<file path="config.mk">
export PLATFORM = sky130hd
export DESIGN_NAME = pipe_intr_if_stage_fpu
export DESIGN_NICKNAME = d
export VERILOG_FILES = /design/src/rtl/pipe_intr_if_stage_fpu_pkg.sv /design/src/rtl/pipe_intr_if_stage_fpu_npc_select.sv /design/src/rtl/pipe_intr_if_stage_fpu.sv
export SDC_FILE = /design/constraint.sdc
export NUM_CORES = 1
export LEC_CHECK = 0
export ABC_AREA = 1
export CORE_MARGIN = 5
export CORE_UTILIZATION = 35
export DETAILED_ROUTE_END_ITERATION = 16
export DONT_BUFFER_PORTS = 1
export GPL_ROUTABILITY_DRIVEN = 0
export GPL_TIMING_DRIVEN = 0
export MAX_ROUTING_LAYER = met4
export PLACE_DENSITY = 0.51
export SLEW_MARGIN = 40
export SYNTH_ARGS = -nofsm -noshare
export SYNTH_HDL_FRONTEND = slang
export SYNTH_SLANG_ARGS = --single-unit
</file>
<file path="constraint.sdc">
create_clock -name clk -period 1.8 [get_ports clk]
set_input_delay 0.18 -clock clk [delete_from_list [all_inputs] [get_ports clk]]
set_output_delay 0.18 -clock clk [all_outputs]
set_load 0.005 [all_outputs]
</file>
<file path="src/rtl/pipe_intr_if_stage_fpu_pkg.sv">
// Shared encodings for the FPU pipeline fetch stage: redirect selectors,
// fetch FSM states and the reset/nop instruction word.
package pipe_intr_if_stage_fpu_pkg;

  localparam logic [1:0] PCS_PC4 = 2'b00;
  localparam logic [1:0] PCS_BR  = 2'b01;
  localparam logic [1:0] PCS_JR  = 2'b10;
  localparam logic [1:0] PCS_J   = 2'b11;

  localparam logic [1:0] SELPC_NPC = 2'b00;
  localparam logic [1:0] SELPC_EPC = 2'b01;
  localparam logic [1:0] SELPC_EXC = 2'b10;

  localparam logic [31:0] NOP = 32'h0000_0000;

  typedef enum logic {
    S_REQ = 1'b0,
    S_BUF = 1'b1
  } fetch_state_e;

endpackage

</file>
<file path="src/rtl/pipe_intr_if_stage_fpu_npc_select.sv">
// Next-PC priority mux: exception/eret selection overrides the ID redirect.
module pipe_intr_if_stage_fpu_npc_select
  import pipe_intr_if_stage_fpu_pkg::*;
#(
  parameter logic [31:0] EXC_BASE = 32'h0000_0008
) (
  input  logic [1:0]  selpc_i,
  input  logic [1:0]  pcsource_i,
  input  logic [31:0] pc4_i,
  input  logic [31:0] bpc_i,
  input  logic [31:0] jpc_i,
  input  logic [31:0] da_i,
  input  logic [31:0] epc_i,
  output logic [31:0] npc_o
);

  always_comb begin
    npc_o = pc4_i;
    case (selpc_i)
      SELPC_EPC: npc_o = epc_i;
      SELPC_EXC: npc_o = EXC_BASE;
      default: begin
        // selpc=11 is reserved and falls through to the normal redirect
        case (pcsource_i)
          PCS_BR:  npc_o = bpc_i;
          PCS_JR:  npc_o = da_i;
          PCS_J:   npc_o = jpc_i;
          default: npc_o = pc4_i;
        endcase
      end
    endcase
  end

endmodule

</file>
<file path="src/rtl/pipe_intr_if_stage_fpu.sv">
// Instruction-fetch stage with IF/ID register. Owns the PC, fetches over a
// req/ack memory port and parks one word when ID stalls.
module pipe_intr_if_stage_fpu
  import pipe_intr_if_stage_fpu_pkg::*;
#(
  parameter logic [31:0] RESET_PC = 32'h0000_0000,
  parameter logic [31:0] EXC_BASE = 32'h0000_0008
) (
  input  logic         clk,
  input  logic         rst_n,
  input  logic [1:0]   pcsource,
  input  logic [31:0]  bpc,
  input  logic [31:0]  jpc,
  input  logic [31:0]  da,
  input  logic [1:0]   selpc,
  input  logic [31:0]  epc,
  input  logic         wpcir,
  output logic         imem_req,
  output logic [31:0]  imem_addr,
  input  logic [31:0]  imem_rdata,
  input  logic         imem_ack,
  output logic [31:0]  pc,
  output logic [31:0]  pc4_out,
  output logic [31:0]  pcd,
  output logic [31:0]  inst,
  output logic         fstall,
  output fetch_state_e state_dbg
);

  // Handshake: a fetch completes on a rising edge where imem_req=1 and
  // imem_ack=1; imem_rdata is only meaningful then. ack with req=0 is ignored.
  fetch_state_e state_q, state_d;
  logic [31:0]  pc_q, pc_d;
  logic [31:0]  pcd_q, pcd_d;
  logic [31:0]  pc4_q, pc4_d;
  logic [31:0]  inst_q, inst_d;
  logic [31:0]  buf_q, buf_d;
  logic [31:0]  pc4, npc;

  assign pc4 = pc_q + 32'd4;

  pipe_intr_if_stage_fpu_npc_select #(
    .EXC_BASE (EXC_BASE)
  ) u_npc (
    .selpc_i    (selpc),
    .pcsource_i (pcsource),
    .pc4_i      (pc4),
    .bpc_i      (bpc),
    .jpc_i      (jpc),
    .da_i       (da),
    .epc_i      (epc),
    .npc_o      (npc)
  );

  always_comb begin
    state_d = state_q;
    pc_d    = pc_q;
    pcd_d   = pcd_q;
    pc4_d   = pc4_q;
    inst_d  = inst_q;
    buf_d   = buf_q;
    case (state_q)
      S_REQ: begin
        if (imem_ack) begin
          if (wpcir) begin
            inst_d = imem_rdata;
            pcd_d  = pc_q;
            pc4_d  = pc4;
            pc_d   = npc;
          end else begin
            buf_d   = imem_rdata;
            state_d = S_BUF;
          end
        end
      end
      S_BUF: begin
        if (wpcir) begin
          inst_d  = buf_q;
          pcd_d   = pc_q;
          pc4_d   = pc4;
          pc_d    = npc;
          state_d = S_REQ;
        end
      end
      default: state_d = S_REQ;
    endcase
  end

  always_ff @(posedge clk) begin
    if (!rst_n) begin
      state_q <= S_REQ;
      pc_q    <= RESET_PC;
      pcd_q   <= 32'h0;
      pc4_q   <= 32'h0;
      inst_q  <= NOP;
      buf_q   <= 32'h0;
    end else begin
      state_q <= state_d;
      pc_q    <= pc_d;
      pcd_q   <= pcd_d;
      pc4_q   <= pc4_d;
      inst_q  <= inst_d;
      buf_q   <= buf_d;
    end
  end

  assign imem_req  = rst_n && (state_q == S_REQ);
  assign imem_addr = pc_q;
  assign fstall    = rst_n && (state_q == S_REQ) && !imem_ack;
  assign pc        = pc_q;
  assign pc4_out   = pc4_q;
  assign pcd       = pcd_q;
  assign inst      = inst_q;
  assign state_dbg = state_q;

endmodule

</file>
# --- Word-level counts from Yosys, hierarchy flattened ---
# Cells that the tools add are included.
totals:
  word_cells: 40
  regBits: 161
  inputBits: 168
classes:
  mux: 18
  n_bitwise: 2
  n_reduce_logical: 5
  n_addsub: 1
  eq_ne: 8
ops:
  columns: ["operator", "n"]
  rows:
  - ["case mux 32 bit (2 select lines)", 5]
  - ["two-way mux 32 bit", 9]
  - ["case mux 32 bit (3 select lines)", 1]
  - ["adder 32 x 3 -> 32 bit (second input constant)", 1]
  - ["equality test 2 bit (second input constant)", 3]
  - ["inequality test 2 bit (second input constant)", 3]
  - ["AND reduction 3 bit", 2]
  - ["equality test 2 x 1 -> 1 bit (second input constant)", 2]
  - ["logical AND 1 bit", 2]
  - ["two-way mux 1 bit", 2]
  - ["NOT 1 bit", 2]
  - ["case mux 1 bit (2 select lines)", 1]
  - ["logical NOT 1 bit", 1]

# --- Depth between registers and ports, before layout ---
# Gate-level depths: netlist (run 1).
depth:
  ltp_word: 6
  ltp_mapped: 11
  mapped_depth_nobuf: 11

# --- By module ---
# Synthesis (run 1) repeated with hierarchy kept, for this count alone.
unflattened:
  cells_unflattened: 1293
  hier_area_um2: 8486.9
by_module_without_submodules:
  columns: ["mod", "area_per_inst_um2", "cells_per_inst", "n_inst", "seq_area_each_um2"]
  rows:
  - ["pipe_intr_if_stage_fpu", 6975.4, 968, 1, 3183.1]
  - ["pipe_intr_if_stage_fpu_npc_select", 1511.4, 325, 1, 0.0]

# --- Least setup slack after synthesis (run 1) ---
# Ideal clock, no wire load.
synth_timing:
  kind: "register to register"
  startpoint: "reg pc_q[3], in the netlist imem_addr[3]"
  endpoint: "reg pc4_q[22], in the netlist pc4_out[22]"
  setup_slack_ps: 277
  arrival_ps: 1408
  setup_time_ps: 115
  path_stages_with_launch: 11
  t_required_ps: 1685
  n_path_buf: 0
  cell_sequence: "dfxtp_1 > ha_1 > nand2_2 > nor2_4 > nand2_4 > nor2_4 > nand2_1 > nand2_1 > nand2_1 > o21ai_0 > inv_1"
synth_via:
  elab_chain_cells: 4
synth_lines:
  columns: ["element", "line_no", "source"]
  rows:
  - ["start: declaration", "pipe_intr_if_stage_fpu.sv:33", "logic [31:0] pc_q, pc_d;"]
  - ["start signal: assignment", "pipe_intr_if_stage_fpu.sv:99", "pc_q <= pc_d;"]
  - ["adder 32 x 3 -> 32 bit (*)", "pipe_intr_if_stage_fpu.sv:40", "assign pc4 = pc_q + 32'd4;"]
  - ["two-way mux 32 bit (*)", "pipe_intr_if_stage_fpu.sv:65, pipe_intr_if_stage_fpu.sv:77", null]
  - ["two-way mux 32 bit", "pipe_intr_if_stage_fpu.sv:64", "if (imem_ack) begin"]
  - ["case mux 32 bit (2 select lines) (*)", "pipe_intr_if_stage_fpu.sv:62", "case (state_q)"]
  - ["end signal: assignment", "pipe_intr_if_stage_fpu.sv:101", "pc4_q <= pc4_d;"]
  - ["end: declaration", "pipe_intr_if_stage_fpu.sv:35", "logic [31:0] pc4_q, pc4_d;"]
# Mark *: on every way between the ends. The rest lies on a longest branch, timed or not. The select of a mux whose other input is x is not followed.
# A chain may end at the register's enable or synchronous reset.

# --- Final worst setup path (run 1) ---
layout_timing:
  startpoint: "reg pc_q[3], in the netlist imem_addr[3]"
  endpoint: "reg pc_q[14], in the netlist imem_addr[14]"
layout_via:
  elab_chain_cells: 6
layout_lines:
  columns: ["element", "line_no", "source"]
  rows:
  - ["adder 32 x 3 -> 32 bit (*)", "pipe_intr_if_stage_fpu.sv:40", null]
  - ["case mux 32 bit (3 select lines) (*)", "pipe_intr_if_stage_fpu_npc_select.sv:24", "case (pcsource_i)"]
  - ["case mux 32 bit (2 select lines) (*)", "pipe_intr_if_stage_fpu_npc_select.sv:19", "case (selpc_i)"]
  - ["two-way mux 32 bit (*)", "pipe_intr_if_stage_fpu.sv:65, pipe_intr_if_stage_fpu.sv:77", null]
  - ["two-way mux 32 bit", "pipe_intr_if_stage_fpu.sv:64", null]
  - ["case mux 32 bit (2 select lines) (*)", "pipe_intr_if_stage_fpu.sv:62", null]
# Marks and branches as above.

==> impl_results.md, run 1 <==
- Post-Place Cells: 1,482
- Gr ovfl total: 0
- Die width: 162 um
- WL final: about 32,000 um
- Yosys cell types: 33
- Clock sink total: about 160
- YS warnings: 0
- CP top delay family: simple AND/OR/NAND/NOR gates
- Wire length on met1: 13,900 um
- Crit-path max FO: 7
- Max Freq: 0.581 GHz
- Period utilization: 0.956
- P per Cell Area: 947 nW/um^2
- Pin count of the biggest net entering global routing: 19
- Clk buf depth: 2
- Drt drc: 0
- Leak Pwr: 4.28 nW
- Commonest non-fill, non-tap cell in the layout: nand2_1
- Critical path class: reg2reg
- Fin cells: 1,561
- Met2 Wirelength: between 15,000 and 20,000 um
- Max_slew headroom: 0.542
- Setup TNS: 0 ps
- HP Class: in2reg
- CTS tree: done
- Vias in the first global route: between 7,000 and 8,000
- Worst path max stage delay: approximately 410 ps
- Fraction of final layout cells with drive strength greater than 1: 0.119
- Post-DRT Antenna Nets: 0
- Setup crit start kind: register
- Vias after detailed routing: slightly above 8,000
- Die Area: 26,300 sq um
- Max_cap viols: 0
- CTS Root Cell: clkbuf_16
- Die span in y: roughly 160 um
- Worst vdd ir: between 0.4 and 0.5 mV
- Syn Nets: 1,372
- DR pass1 iterations: 5
- Critical path endpoint category: register
- Cells after Synth: 1,197
- Run status: finished clean
- Fin crit period: 1720 ps
- Critical Path RT: 2150 ps
- Most frequent cells in the layout: nand2_1 (207), nor2_1 (197), a21oi_1 (151), o21ai_0 (140), dfxtp_1 (137)
- Dpl hpwl: 25,300 um
- CP bufs+invs: 0
- Crit path top cell by count: nor2_4
- Nets@finish: 1,435
- Sequential share of the synthesized area: 0.392
- Clk slew on worst S/H paths: 80 ps
- Pins Over Slew Limit: 0
- Rows: 55
- Worst-margin pin slew: approximately 690 ps
- Slowest stage cell, crit path: dfxtp_4
- Clock skew: 18.6 ps
- Initial Util: 0.357
- Mapped cell area: 8110 sq um
- H-tree depth: 4
- Total power: 9.14 mW
- Routed vias/inst: 5.18
- # setup viols final: 0
- Port bufs: 0
- Worst EP arrival: 2080 ps
- Post-CTS Setup Inserts: 0
- Per-cell routed wire length: 20.7 um
- Core footprint: 22,700 sq um
- Gr usage total: 0.244
- Area growth syn-to-layout: 18.9%
- Final hold viol count: 0
- Met3 WL: ~2300 um
- Syn Area/Cell: approximately 6.8 sq um
- CTS buffer count: 17
- Max Used Layer: met4
- First-pass GRT wire length: 47,700 um
- Initial antenna violation count: 2
- RSZ-0062 raised after global routing: yes
- Top Ports: 331
- Number of synthesized register bits: between 150 and 200
- Crit-path cells: ha_2 -> nand2_2 -> nor2_4 -> nand2_4 -> nor2_4 -> xor2_2 -> nand2_1 -> a21oi_1
- Clock Latency Late Sink: around 440 ps
- Initial drt markers: 522
## cell usage after synthesis (all sizes together)
| library cell | n | area share |
|---|---|---|
| nand2 | 215 | 0.10 |
| clkinv | 1 | 0.00046 |
| nand3b | 6 | 0.0056 |
| a22oi | 3 | 0.0028 |
| buf | 74 | 0.056 |
| o21ai | 145 | 0.089 |
| a21o | 1 | 0.00093 |
| clkbuf | 36 | 0.017 |
| a211oi | 32 | 0.030 |
| inv | 102 | 0.047 |
| nor3 | 1 | 0.00062 |
| nor2 | 211 | 0.11 |
| a31oi | 9 | 0.0069 |
| dfxtp | 159 | 0.39 |
| ha | 7 | 0.011 |
| nor3b | 1 | 0.00093 |
| nand4 | 1 | 0.00077 |
| xor2 | 12 | 0.013 |
| or2 | 1 | 0.00077 |
| o211ai | 1 | 0.00093 |
| a21oi | 151 | 0.093 |
| and2 | 4 | 0.0031 |
| xnor2 | 3 | 0.0032 |
| nand3 | 21 | 0.013 |
## power by group
part	switching, mW	internal, mW
Clock	1.74	2.01
Sequential	0.328	3.78
Combinational	0.790	0.484
Total	2.86	6.27
## metal layers
layer / vias up / track usage
met4: 0 / 0.0761
li1: 3994 / -
met1: 3722 / 0.308
met5: - / -
met2: 342 / 0.388
met3: 31 / 0.0556
## timing repair
item / 4_1_cts / 5_1_grt
hold endpoints to repair: 44 / 0
hold buffers: 44 / 0
gates resized for setup: 21 / 28
pin swaps: 0 / 1
endpoints found under the setup margin: 86 / 43
## cell families (layout without fill, tap and decap cells)
family,after synthesis,after routing,share of synthesized area
AND/OR/NAND/NOR,461,461,0.236
AO/OA/AOI/OAI,342,342,0.224
buffers and inverters,213,289,0.120
flip-flops,159,159,0.392
XOR/XNOR,15,15,0.0162
adder cells (fa/ha/maj),7,7,0.0108
other,0,3,0
## cell type report
type                       instances  area, sq um
fill                            2421        13100
multi-input combinational        825         4010
sequential                       159         3220
buffer                           110          606
timing repair buffer              44          440
clock buffer                      17          425
inverter                         103          387
tap                              285          357
clock inverter                    15          189
antenna                            3         7.51
## flip-flops by register name, indices dropped and copies added (netlist names)
signal / flops
buf_q: 32
imem_addr: 32
inst: 32
pc4_out: 32
pcd: 30
state_dbg: 1
## through the flow
step	util	hold slack [ps]	setup slack, ps	area (sq um)
floorplan	-	252	277	8110
global placement	0.373	254	-464	8470
detailed placement	0.373	256	-403	8470
CTS	0.421	9.39	4.16	9560
global route	0.425	33.8	-10.5	9640
finish	0.425	26.1	78.5	9650
## worst min-delay path, cell delays in order
cell	delay, ps
nand2_1	40
nand3_1	60
nand2_1	70
a31oi_1	80
## path summary, 6_finish.rpt
path,startpoint,endpoint,slack (ps),depth (start not counted)
max,imem_addr[3],imem_addr[14],80,8
max reg2reg,imem_addr[3],imem_addr[14],80,8
min reg2reg,buf_q[7],buf_q[7],500,2
min,da[8],imem_addr[8],30,4
Power figures use the tool's default switching activity.
==> inputs of run 2 (changes only) <==
--- a/config.mk
+++ b/config.mk
@@ -6,6 +6,7 @@
 export NUM_CORES = 1
 export LEC_CHECK = 0
 export ABC_AREA = 1
+export CORE_ASPECT_RATIO = 0.7
 export CORE_MARGIN = 5
 export CORE_UTILIZATION = 35
 export DETAILED_ROUTE_END_ITERATION = 16
@@ -14,6 +15,7 @@
 export GPL_TIMING_DRIVEN = 0
 export MAX_ROUTING_LAYER = met4
 export PLACE_DENSITY = 0.51
+export REMOVE_ABC_BUFFERS = 1
 export SLEW_MARGIN = 40
 export SYNTH_ARGS = -nofsm -noshare
 export SYNTH_HDL_FRONTEND = slang
==> run 2 against run 1 <==
Against the previous run:
- the flow now finishes with violations (hold timing)
- via count is 3.1% lower
- combinational power barely moved
- sequential share of layout area is 0.39 points higher
- global-route usage is 1.5 points lower
- utilization decreased by 0.26 points
- setup slack better by 7.5 ps
- final cell count down 3.0%
- maximum frequency grew 0.44%
- critical path depth decreased by 2
- first-iteration DRC count down 28%
- hold slack lost 52 ps
- critical endpoint is now state_dbg
- highest routed layer unchanged
==> impl_results.md, run 2 (same netlist as run 1, synthesis figures left out) <==
- Vias after detailed routing: 7,836 (was 8,089)
- Worst EP arrival: 2030 ps (was 2080 ps)
- CTS tree: done (unchanged)
- Clock skew: 8.98 ps (was 18.6 ps)
- Worst-margin pin slew: 557 ps (was 688 ps)
- R2r setup slk: 90 ps (was 80 ps)
- Port bufs: 0 (unchanged)
- Post-DRT Antenna Nets: 0 (unchanged)
- Top Ports: 331 (unchanged)
- Max Freq: 0.583 GHz (was 0.581 GHz)
- P per Cell Area: 917 nW/um^2 (was 947 nW/um^2)
- Crit path capture: state_dbg (was imem_addr[14])
- DR pass1 iterations: 5 (unchanged)
- Routed vias/inst: 5.18 (about the same)
- Crit-path max FO: 25 (was 7)
- Fraction of final layout cells with drive strength greater than 1: 0.111 (was 0.119)
- First-pass GRT wire length: 44,200 um (was 47,700 um)
- Clk buf depth: 2 (unchanged)
- Nets@finish: 1,364 (was 1,435)
- Max_slew headroom: 0.628 (was 0.542)
- Leak Pwr: 4.11 nW (was 4.28 nW)
- Run status: finished, violations left (was finished clean)
- Vias in the first global route: 7,187 (was 7,928)
- Reg-to-Reg End: state_dbg (was imem_addr[14])
- # setup viols final: 0 (unchanged)
- Fin crit period: 1710 ps (was 1720 ps)
- CTS buffer count: 17 (unchanged)
- Gr usage total: 0.228 (was 0.244)
- Area growth syn-to-layout: 18.3% (was 18.9%)
- Initial Util: 0.357 (about the same)
- Period utilization: 0.952 (was 0.956)
- CTS Root Cell: clkbuf_16 (unchanged)
- Critical path class: reg2reg (unchanged)
- Die Area: 26,400 sq um (was 26,300 sq um)
- Initial drt markers: 375 (was 522)
- Setup TNS: 0 ps (unchanged)
- Fin cells: 1,514 (was 1,561)
- H-tree depth: 4 (unchanged)
- FF-to-FF Start: state_dbg (was imem_addr[3])
- Clock Latency Late Sink: 430 ps (was 440 ps)
- Rows: 46 (was 55)
- WHS: -25.7 ps (was 26.1 ps)
- Drt drc: 0 (unchanged)
- HP Class: in2reg (unchanged)
- Commonest non-fill, non-tap cell in the layout: nand2_1 (unchanged)
- Core footprint: 22,700 sq um (about the same)
- Final hold viol count: 1 (was 0)
- Dpl hpwl: 19,600 um (was 25,300 um)
- Reg2reg path depth: 6 (was 8)
- Violated checks: hold timing
- Clk slew on worst S/H paths: 70 ps (was 80 ps)
- Critical path endpoint category: register (unchanged)
- Max_cap viols: 0 (unchanged)
- Per-cell routed wire length: 20.4 um (was 20.7 um)
- Gr ovfl total: 0 (unchanged)
- Pin count of the biggest net entering global routing: 107 (was 19)
- WL final: 30,800 um (was 32,400 um)
- Final core utilization: 0.422 (was 0.425)
- Worst vdd ir: 0.645 mV (was 0.431 mV)
- Final worst slack: 86.1 ps (was 78.5 ps)
- Most frequent cells in the layout: nand2_1 (207), nor2_1 (194), a21oi_1 (150), o21ai_0 (142), dfxtp_1 (134) (was nand2_1 (207), nor2_1 (197), a21oi_1 (151), o21ai_0 (140), dfxtp_1 (137))
- Die span in y: 137 um (was 162 um)
- Clock sink total: 159 (unchanged)
- Critical Path RT: 2110 ps (was 2150 ps)
- Pins Over Slew Limit: 0 (unchanged)
- Post-Place Setup Slack: -882 ps (was -403 ps)
- Post-Place Cells: 1,412 (was 1,482)
- Ant diodes: 0 (was 3)
- Die width: 192 um (was 162 um)
- Setup crit start kind: register (unchanged)
- Beginning of the critical path: state_dbg (was imem_addr[3])
- Initial antenna violation count: 0 (was 2)
run 2: cell types whose count changed in the layout (fill, tap and decap cells not counted), moves of 4 or more:
cell	before	now
clkbuf_1	32	2
buf_2	24	2
buf_4	39	19
buf_1	9	0
buf_16	0	7
dfxtp_4	5	12
clkinv_2	0	6
inv_8	6	0
buf_12	0	4
clkbuf_2	4	0
clkinvlp_4	1	5
dfxtp_2	17	13
run 2: worst min path at each step:
stage	start	end	slack, ps	cells after the start
after floorplan	wpcir	state_dbg	250	1
after global routing	epc[1]	imem_addr[1]	10	2
after detailed placement	wpcir	state_dbg	250	1
after global placement	wpcir	state_dbg	260	1
after CTS	rst_n	imem_addr[3]	-140	2
final	epc[1]	imem_addr[1]	-30	2
run 2: critical path, cell delays in order (launching register included):
cell and delay (ps):
dfxtp_4 360, buf_12 160, or2_4 300, buf_4 160, nand2_1 50, nor2_1 30
dlygate4sd3_1 540
run 2: area by class of cell:
| class | instances | area, sq um |
|---|---|---|
| clock buffers | 19 | 433 |
| clock inverters | 13 | 113 |
| fillers | 2457 | 13100 |
| inverters | 103 | 410 |
| multi-input cells | 828 | 4080 |
| flip-flops and latches | 159 | 3240 |
| well taps | 312 | 390 |
| repair buffers | 77 | 900 |
| repair inverters | 3 | 25.0 |
run 2: timing repair:
item	CTS	global route
cloned	7	1
endpoints found under the setup margin	146	82
setup buffers	10	9
resized for setup	25	30
endpoints found under the hold margin	137	104
pin swaps	8	6
hold buffers	34	10
run 2: routing by layer:
metal / global-route usage / vias up / routed length [um]
li1: - / 3835 / -
met1: 0.310 / 3690 / 14500
met2: 0.348 / 293 / 13800
met3: 0.0567 / 18 / 2320
met4: 0.0490 / 0 / 269
met5: - / - / 0
run 2: per-stage QoR:
step	total power, mW	cell area, sq um	hold slack [ps]
3_3_place_gp	5.11	7910	256
2_1_floorplan	4.76	7520	252
4_1_cts	8.82	9320	-135
6_report	8.80	9600	-25.7
3_5_place_dp	5.16	8170	246
5_1_grt	9.24	9600	14.8
run 2: where the power goes:
group          switching, mW  internal (mW)
Clock                   1.55           1.90
Combinational          0.774          0.488
Sequential             0.311           3.78
Total                   2.63           6.17
